===== src/rtl/b_t_pkg.sv =====
// Shared types and width helpers for the binary-to-temporal encoder.
package b_t_pkg;

  typedef enum logic [1:0] {
    IDLE  = 2'd0,
    WAIT  = 2'd1,
    PULSE = 2'd2,
    DONE  = 2'd3
  } b_t_state_e;

  localparam int GAMMA_DEFAULT = 16;
  localparam int PULSE_DEFAULT = 8;
  localparam int FIFO_DEFAULT  = 2;

  // Gamma counter width and pulse-counter width (must hold PULSE_WIDTH itself).
  localparam int CNT_W_DEFAULT  = $clog2(GAMMA_DEFAULT);
  localparam int PCNT_W_DEFAULT = $clog2(PULSE_DEFAULT + 1);

  function automatic int cnt_w(input int gamma);
    return $clog2(gamma);
  endfunction

  function automatic int pcnt_w(input int pw);
    return $clog2(pw + 1);
  endfunction

endpackage


===== src/rtl/b_t_fifo.sv =====
// Small synchronous FIFO buffering time codes; async active-high reset.
module b_t_fifo #(
  parameter int DEPTH = 2,
  parameter int WIDTH = 4
) (
  input  logic                       aclk,
  input  logic                       grst,
  input  logic                       push,
  input  logic                       pop,
  input  logic [WIDTH-1:0]           wr_data,
  output logic [WIDTH-1:0]           rd_data,
  output logic                       full,
  output logic                       empty,
  output logic [$clog2(DEPTH):0]     count
);

  localparam int PTR_W = $clog2(DEPTH);

  logic [WIDTH-1:0] mem [DEPTH];
  logic [PTR_W-1:0] wr_ptr;
  logic [PTR_W-1:0] rd_ptr;
  logic             do_push;
  logic             do_pop;

  assign full    = (count == (PTR_W+1)'(DEPTH));
  assign empty   = (count == '0);
  assign do_push = push && !full;
  assign do_pop  = pop && !empty;
  assign rd_data = mem[rd_ptr];

  always_ff @(posedge aclk) begin
    if (do_push) begin
      mem[wr_ptr] <= wr_data;
    end
  end

  // Pointers wrap naturally because DEPTH is a power of two.
  always_ff @(posedge aclk or posedge grst) begin
    if (grst) begin
      wr_ptr <= '0;
      rd_ptr <= '0;
      count  <= '0;
    end else begin
      if (do_push) wr_ptr <= wr_ptr + 1'b1;
      if (do_pop)  rd_ptr <= rd_ptr + 1'b1;
      case ({do_push, do_pop})
        2'b10:   count <= count + 1'b1;
        2'b01:   count <= count - 1'b1;
        default: count <= count;
      endcase
    end
  end

endmodule


===== src/rtl/b_t_encoder.sv =====
// Binary-to-temporal encoder: one pulse per gamma cycle at the buffered code's offset.
// Optional macro NULL_CODE_EN: code G-1 means "no spike" for that gamma cycle.
module b_t_encoder
  import b_t_pkg::*;
#(
  parameter int GAMMA_CYCLE_WIDTH = GAMMA_DEFAULT,
  parameter int PULSE_WIDTH       = PULSE_DEFAULT,
  parameter int VALUE_WIDTH       = $clog2(GAMMA_CYCLE_WIDTH),
  parameter int FIFO_DEPTH        = FIFO_DEFAULT
) (
  input  logic                   aclk,
  input  logic                   grst,
  input  logic [VALUE_WIDTH-1:0] in_value,
  input  logic                   in_valid,
  output logic                   in_ready,
  output logic                   out,
  output logic                   gamma_start,
  output logic                   busy
);

  localparam int CW = cnt_w(GAMMA_CYCLE_WIDTH);
  localparam int PW = pcnt_w(PULSE_WIDTH);
  localparam logic [CW-1:0] LAST = CW'(GAMMA_CYCLE_WIDTH - 1);

  b_t_state_e             state, state_next;
  logic [CW-1:0]          cnt;
  logic [PW-1:0]          pcnt, pcnt_next;
  logic [VALUE_WIDTH-1:0] active_value, active_next;
  logic [VALUE_WIDTH-1:0] head;
  logic                   pop;
  logic                   fifo_full;
  logic                   fifo_empty;
  logic [$clog2(FIFO_DEPTH):0] fifo_count;

  b_t_fifo #(
    .DEPTH (FIFO_DEPTH),
    .WIDTH (VALUE_WIDTH)
  ) u_fifo (
    .aclk    (aclk),
    .grst    (grst),
    .push    (in_valid && in_ready),
    .pop     (pop),
    .wr_data (in_value),
    .rd_data (head),
    .full    (fifo_full),
    .empty   (fifo_empty),
    .count   (fifo_count)
  );

  assign in_ready    = !fifo_full;
  assign gamma_start = (cnt == '0);
  assign busy        = (state != IDLE) || (fifo_count != '0);

  always_ff @(posedge aclk or posedge grst) begin
    if (grst) begin
      cnt <= '0;
    end else begin
      cnt <= (cnt == LAST) ? '0 : cnt + 1'b1;
    end
  end

  // The boundary load overrides every state, so a pulse never spans two gammas.
  always_comb begin
    state_next  = state;
    pcnt_next   = pcnt;
    active_next = active_value;
    pop         = 1'b0;
    if (cnt == LAST) begin
      if (!fifo_empty) begin
        pop         = 1'b1;
        active_next = head;
        if (head == '0) begin
          state_next = PULSE;
          pcnt_next  = PW'(1);
`ifdef NULL_CODE_EN
        end else if (head == '1) begin
          state_next = DONE;
`endif
        end else begin
          state_next = WAIT;
        end
      end else begin
        state_next = IDLE;
      end
    end else begin
      case (state)
        WAIT: begin
          if (({1'b0, cnt} + 1'b1) == {1'b0, active_value}) begin
            state_next = PULSE;
            pcnt_next  = PW'(1);
          end
        end
        PULSE: begin
          if (pcnt == PW'(PULSE_WIDTH)) begin
            state_next = DONE;
          end else begin
            pcnt_next = pcnt + 1'b1;
          end
        end
        default: ;
      endcase
    end
  end

  // out is registered from the next state, so it equals (state == PULSE) with no comb path.
  always_ff @(posedge aclk or posedge grst) begin
    if (grst) begin
      state        <= IDLE;
      pcnt         <= '0;
      active_value <= '0;
      out          <= 1'b0;
    end else begin
      state        <= state_next;
      pcnt         <= pcnt_next;
      active_value <= active_next;
      out          <= (state_next == PULSE);
    end
  end

endmodule


===== config.mk =====
export PLATFORM = sky130hd
export DESIGN_NAME = b_t_encoder
export DESIGN_NICKNAME = d
export VERILOG_FILES = /design/src/rtl/b_t_pkg.sv /design/src/rtl/b_t_fifo.sv /design/src/rtl/b_t_encoder.sv
export SDC_FILE = /design/constraint.sdc
export NUM_CORES = 1
export LEC_CHECK = 0
export BUFFER_PORTS_ARGS = -buffer_cell sky130_fd_sc_hd__clkbuf_2
export CORE_MARGIN = 2
export CORE_UTILIZATION = 52
export CTS_CLUSTER_DIAMETER = 120
export DETAILED_ROUTE_END_ITERATION = 8
export PLACE_DENSITY = 0.81
export SYNTH_ARGS = -nofsm -noshare
export SYNTH_HDL_FRONTEND = slang
export SYNTH_SLANG_ARGS = --single-unit

===== constraint.sdc =====
create_clock -name aclk -period 2 [get_ports aclk]
set_clock_uncertainty 0.15 [all_clocks]
set_input_delay 0.2 -clock aclk [delete_from_list [all_inputs] [get_ports aclk]]
set_output_delay 0.2 -clock aclk [all_outputs]
set_load 0.03 [all_outputs]

### Word-level counts from Yosys, hierarchy flattened

Memories as Yosys holds them, arrays and structs flattened.
Index checks and enable logic that the tools add are counted.

| storage, ports and cells | value |
|---|---|
| bits in writable memories | 8 |
| output and inout bits | 4 |
| register bits | 19 |
| bits of input ports | 7 |
| memories | 1 |
| logic and storage cells | 63 |

| operators by class | value |
|---|---|
| bitwise operators | 1 |
| eq/ne operators | 13 |
| add/sub/neg operators | 7 |
| reductions and logical operators | 15 |
| mux-type cells | 18 |

Memories:

| name | words | width | read ports | clocked after memory_dff | wr ports | line | source |
|---|---|---|---|---|---|---|---|
| u_fifo.mem | 2 | 4 | 1 | 0 | 1 | b_t_fifo.sv:19 | `logic [WIDTH-1:0] mem [DEPTH];` |

Operators with widths:

| operator | count |
|---|---|
| 2-to-1 mux 4 bit | 6 |
| 2-to-1 mux 2 bit | 5 |
| adder 4 x 1 -> 4 bit, second input constant | 2 |
| == test 2 bit, second input constant | 4 |
| == test 4 bit, second input constant | 2 |
| logical NOT 4 bit | 2 |
| case mux 2 bit (2 select lines) | 2 |
| case mux 4 bit (2 select lines) | 1 |
| != test 3 bit, second input constant | 2 |
| nonzero test 2 bit | 3 |
| adder 4 x 1 -> 5 bit, second input constant | 1 |
| == test 5 x 4 -> 1 bit | 1 |
| AND reduction 5 bit | 1 |
| == test 2 x 1 -> 1 bit, second input constant | 2 |
| 2-to-1 mux 1 bit | 4 |
| logical AND 1 bit | 3 |
| nonzero test 3 bit | 1 |
| adder 1 bit, second input constant | 2 |
| adder 2 x 1 -> 2 bit, second input constant | 1 |
| logical NOT 1 bit | 2 |
| logical NOT 2 bit | 1 |
| != test 2 x 1 -> 1 bit, second input constant | 1 |
| != test 2 bit, second input constant | 1 |
| AND reduction 2 bit | 1 |
| 3 further kinds | 3 |

### Logic depth before layout (Yosys ltp)

| depth | value |
|---|---|
| depth in word-level cells | 6 |
| mapped depth | 8 |
| mapped depth without buffers | 8 |

### Modules after synthesis

Synthesis repeated with hierarchy kept, for this count alone.

| unflattened totals | value |
|---|---|
| cells, all modules | 124 |
| area total of the unflattened synthesis | 1445.1 um^2 |

By module, submodules not included:

| module | area an instance (um^2) | cells each | times used |
|---|---|---|---|
| b_t_encoder | 959.7 | 93 | 1 |
| b_t_fifo | 485.5 | 31 | 1 |

### Worst setup path before layout

Ideal clock, no wire load.

| timing | value |
|---|---|
| kind | register to register |
| start | register cnt[0] |
| end | register pcnt[0] |
| stages on the path, launching flop included | 7 |
| slack | -1 ps |
| arrival time | 1726 ps |
| setup time | 125 ps |
| path through | dfrtp_1 > ha_1 > xnor3_1 > nand3_2 > o21ai_2 > a21boi_4 > mux2_4 |

| on the way | value |
|---|---|
| longest elaborated chain between the ends | 4 |
| elaborated cells between the ends (all ways) | 10 |
| those cells by class | add/sub: 1; eq/ne: 6; mux: 1; reduce/logical: 2 |

Ends and longest elaborated chain:

| item | line | source |
|---|---|---|
| start, declared | b_t_encoder.sv:26 | `logic [CW-1:0] cnt;` |
| start signal, assigned | b_t_encoder.sv:58 | `cnt <= (cnt == LAST) ? '0 : cnt + 1'b1;` |
| adder 4 x 1 -> 5 bit | b_t_encoder.sv:88 | `if (({1'b0, cnt} + 1'b1) == {1'b0, active_value}) begin` |
| == test 5 x 4 -> 1 bit | b_t_encoder.sv:88 |  |
| != test 3 bit (no source line) | - |  |
| AND reduction 5 bit (no source line) | - |  |
| end signal, assigned | b_t_encoder.sv:114 | `pcnt <= pcnt_next;` |
| end, declared | b_t_encoder.sv:27 | `logic [PW-1:0] pcnt, pcnt_next;` |

Several ways; a longest one is shown, not always the timed one.
A chain may end at the register's enable or synchronous reset.

### Worst setup path in the final report

Ends and elaborated chain as after synthesis.

==> impl_metrics.tcl <==
set metrics [dict create \
    vdd_drop_max_v 0.000759 \
    place_area_um2 1510 \
    worstSkewPairLatency_ns 0.31 \
    place.gp.congestion 0.924 \
    end_kind "flop" \
    netlist_top_cells_area "dfrtp_1, edfxtp_1, ha_1, xnor2_1, mux2i_1" \
    rows 18 \
    portBuffers 10 \
    overflow 0 \
    whs_ns 0.0397 \
    yosys_warnings 0 \
    wirelength_mm 2.43 \
    crit_family "flip-flops" \
    grt_pass1_wl_mm 4.24 \
    async_reset_ff_frac 0.704 \
    hold_viol_final 0 \
    worstSetupPathType "flop to flop" \
    synth_nets 140 \
    synth_common_cells "dfrtp_1, nand2_1, inv_1" \
    grtUsageMet1 0.193 \
    yosys_most_used_dff "dfrtp_1" \
    synthCells 125 \
    dpl.hpwl_mm 1.80 \
    yosysMostFrequentCell "dfrtp_1" \
    ant_nets 0 \
    num_vias 951 \
    crit_buf_inv 1 \
    synth-seq-cells 27 \
    htree_levels 1 \
    cts_tree "built" \
    met3_usage 0.0304 \
    met2_usage 0.325 \
    outcome "finished clean" \
    clock_sinks 27 \
    fp.dieH_um 55.5 \
    final_layout_size_suffix_gt1_frac 0.215 \
    crit_slowest_cell "dfrtp_1" \
    worst_slew_margin_rel 0.523 \
    synth_top_cell_area_share 0.345 \
    cts_buffer_depth 2 \
    post-place-ws_ns -0.0135 \
    powerDensity_nw_per_um2 1190 \
    p_leak_nw 0.751 \
    vias_per_cell 5.31 \
    grt.total_usage 0.171 \
    cp_max_fo 4 \
    area_growth_pct 18.2 \
    design_area_um2 1630 \
    synth_top_cell_by_area "dfrtp_1" \
    grt_max_degree 20 \
    synth_area_um2 1380 \
    wl_per_cell_um 13.6 \
    ys_types 36 \
    setup_slack_ns 0.102 \
    utilization 0.653 \
    drtIter0Drc 31 \
    required_ns 2.07 \
    nets 165 \
    rsz0062_at_grt "no" \
    drv_cap 0 \
    drc 0 \
    num_io_pins 11 \
    hold_path_class "primary input to flop" \
    p_total_mw 1.94 \
    synth-seq-area-share 0.519 \
    antenna_cells 0 \
    grt_pass1_vias 1002 \
    cts_buffers 3 \
    fp.dieArea_um2 3080 \
    finalCritPeriodShare 0.949 \
    firstDrtPassIters 4 \
    synth_edf_count 8 \
    die_x_um 55.5 \
    fmax_ghz 0.527 \
    rrSetupSlack_ns 0.10 \
    synth.avg_cell_area_um2 11.0 \
    cts_root_buf "clkbuf_4" \
    worst_pin_slew_ns 0.715 \
    grt_busiest_layer "met2" \
    core-area_um2 2500 \
    crit_chain "inv_1 -> ha_4 -> xnor2_1 -> nand3_2 -> o21ai_4 -> a21boi_4 -> mux2_4" \
    cpPeakStageDelay_ns 0.44 \
    antenna_found_initial 0 \
    setup_viol 0 \
    start_kind "flop" \
    drv_slew 0 \
    period_needed_ns 1.90 \
    path_clk_slew_ns 0.14 \
    start_util 0.552 \
    cp.arrival_ns 1.97 \
]
[routing by layer]
| layer | vias to the layer above | wire length (µm) |
|---|---|---|
| met5 | - | 0 |
| met4 | 0 | 15 |
| met3 | 2 | 40 |
| met2 | 10 | 1350 |
| met1 | 459 | 1030 |
| li1 | 480 | - |
[path summary, 6_finish.rpt]
kind                              endpoint  depth (start not counted)           from
setup / recovery                   pcnt[0]                          7         cnt[0]
hold / removal               u_fifo.wr_ptr                          3       in_valid
setup reg to reg                   pcnt[0]                          7         cnt[0]
hold reg to reg              u_fifo.wr_ptr                          1  u_fifo.wr_ptr
max in group asynchronous  active_value[0]                          3           grst
min in group asynchronous          pcnt[3]                          3           grst
[stage by stage]
stage | TNS [ns] | cells
after floorplan | 0 | 125
after global placement | 0 | 168
after detailed placement | -0.0135 | 168
after CTS | 0 | 178
after global routing | 0 | 179
final | 0 | 179
[layout make-up]
cell class | count | area (µm²)
tap | 30 | 37.5
multi-input combinational | 84 | 651
sequential | 27 | 716
clock buffer | 4 | 26.3
fill | 222 | 868
timing repair buffer | 23 | 160
inverter | 11 | 41.3
[what timing repair did]
item | in CTS | in global routing
buffers inserted | 1 | 1
hold buffers | 5 | 0
setup endpoints to repair | 3 | 8
endpoints found under the hold margin | 27 | 0
pin swaps | 0 | 5
gates resized for setup | 1 | 7
gates cloned | 0 | 0
[layout by cell type, fill, tap and decap left out, drive strengths merged]
master,Yosys,layout
o2bb2ai,3,3
buf,1,8
a22oi,1,1
a21boi,2,2
a21oi,2,2
nand2,12,12
and3,2,2
a22o,1,1
inv,11,11
ha,8,8
xor2,4,4
dlygate4sd3,0,5
o21ai,9,9
mux2,1,1
xnor3,1,1
nor3,2,2
nand3,6,6
and2,1,1
clkbuf,2,14
a211oi,1,1
nor2,10,10
o22ai,1,1
nor4,1,1
mux2i,5,5
nor3b,2,2
o311ai,2,2
edfxtp,8,8
xnor2,6,6
nand2b,1,1
dfrtp,19,19
[report_power, final]
| part | switching, mW | internal (mW) | total, mW | leakage (nW) |
|---|---|---|---|---|
| combinational | 0.421 | 0.405 | 0.826 | 0.426 |
| sequential | 0.151 | 0.731 | 0.882 | 0.310 |
| clock | 0.152 | 0.0779 | 0.230 | 0.0150 |
| total | 0.724 | 1.21 | 1.94 | 0.751 |
[cells by family after synthesis]
logic type | share of synthesized area
AO/OA/AOI/OAI | 0.115
XOR/XNOR | 0.0798
adder cells (fa/ha/maj) | 0.0725
buffers and inverters | 0.0399
flip-flops | 0.519
multiplexers | 0.0471
AND/OR/NAND/NOR | 0.127
[flip-flops by register name, summed over array words and instances (netlist names)]
| signal | cells |
|---|---|
| u_fifo.count | 2 |
| active_value | 4 |
| pcnt | 4 |
| out | 1 |
| u_fifo.mem | 8 |
| u_fifo.wr_ptr | 1 |
| state | 2 |
| cnt | 4 |
| u_fifo.rd_ptr | 1 |
[worst reg2reg max path, cell delays in order, from the launching register on]
cell,delay [ns]
dfrtp_1,0.44
inv_1,0.12
ha_4,0.22
xnor2_1,0.17
nand3_2,0.14
o21ai_4,0.20
a21boi_4,0.08
mux2_4,0.29
Note: power is estimated with default switching activity, not from simulation.
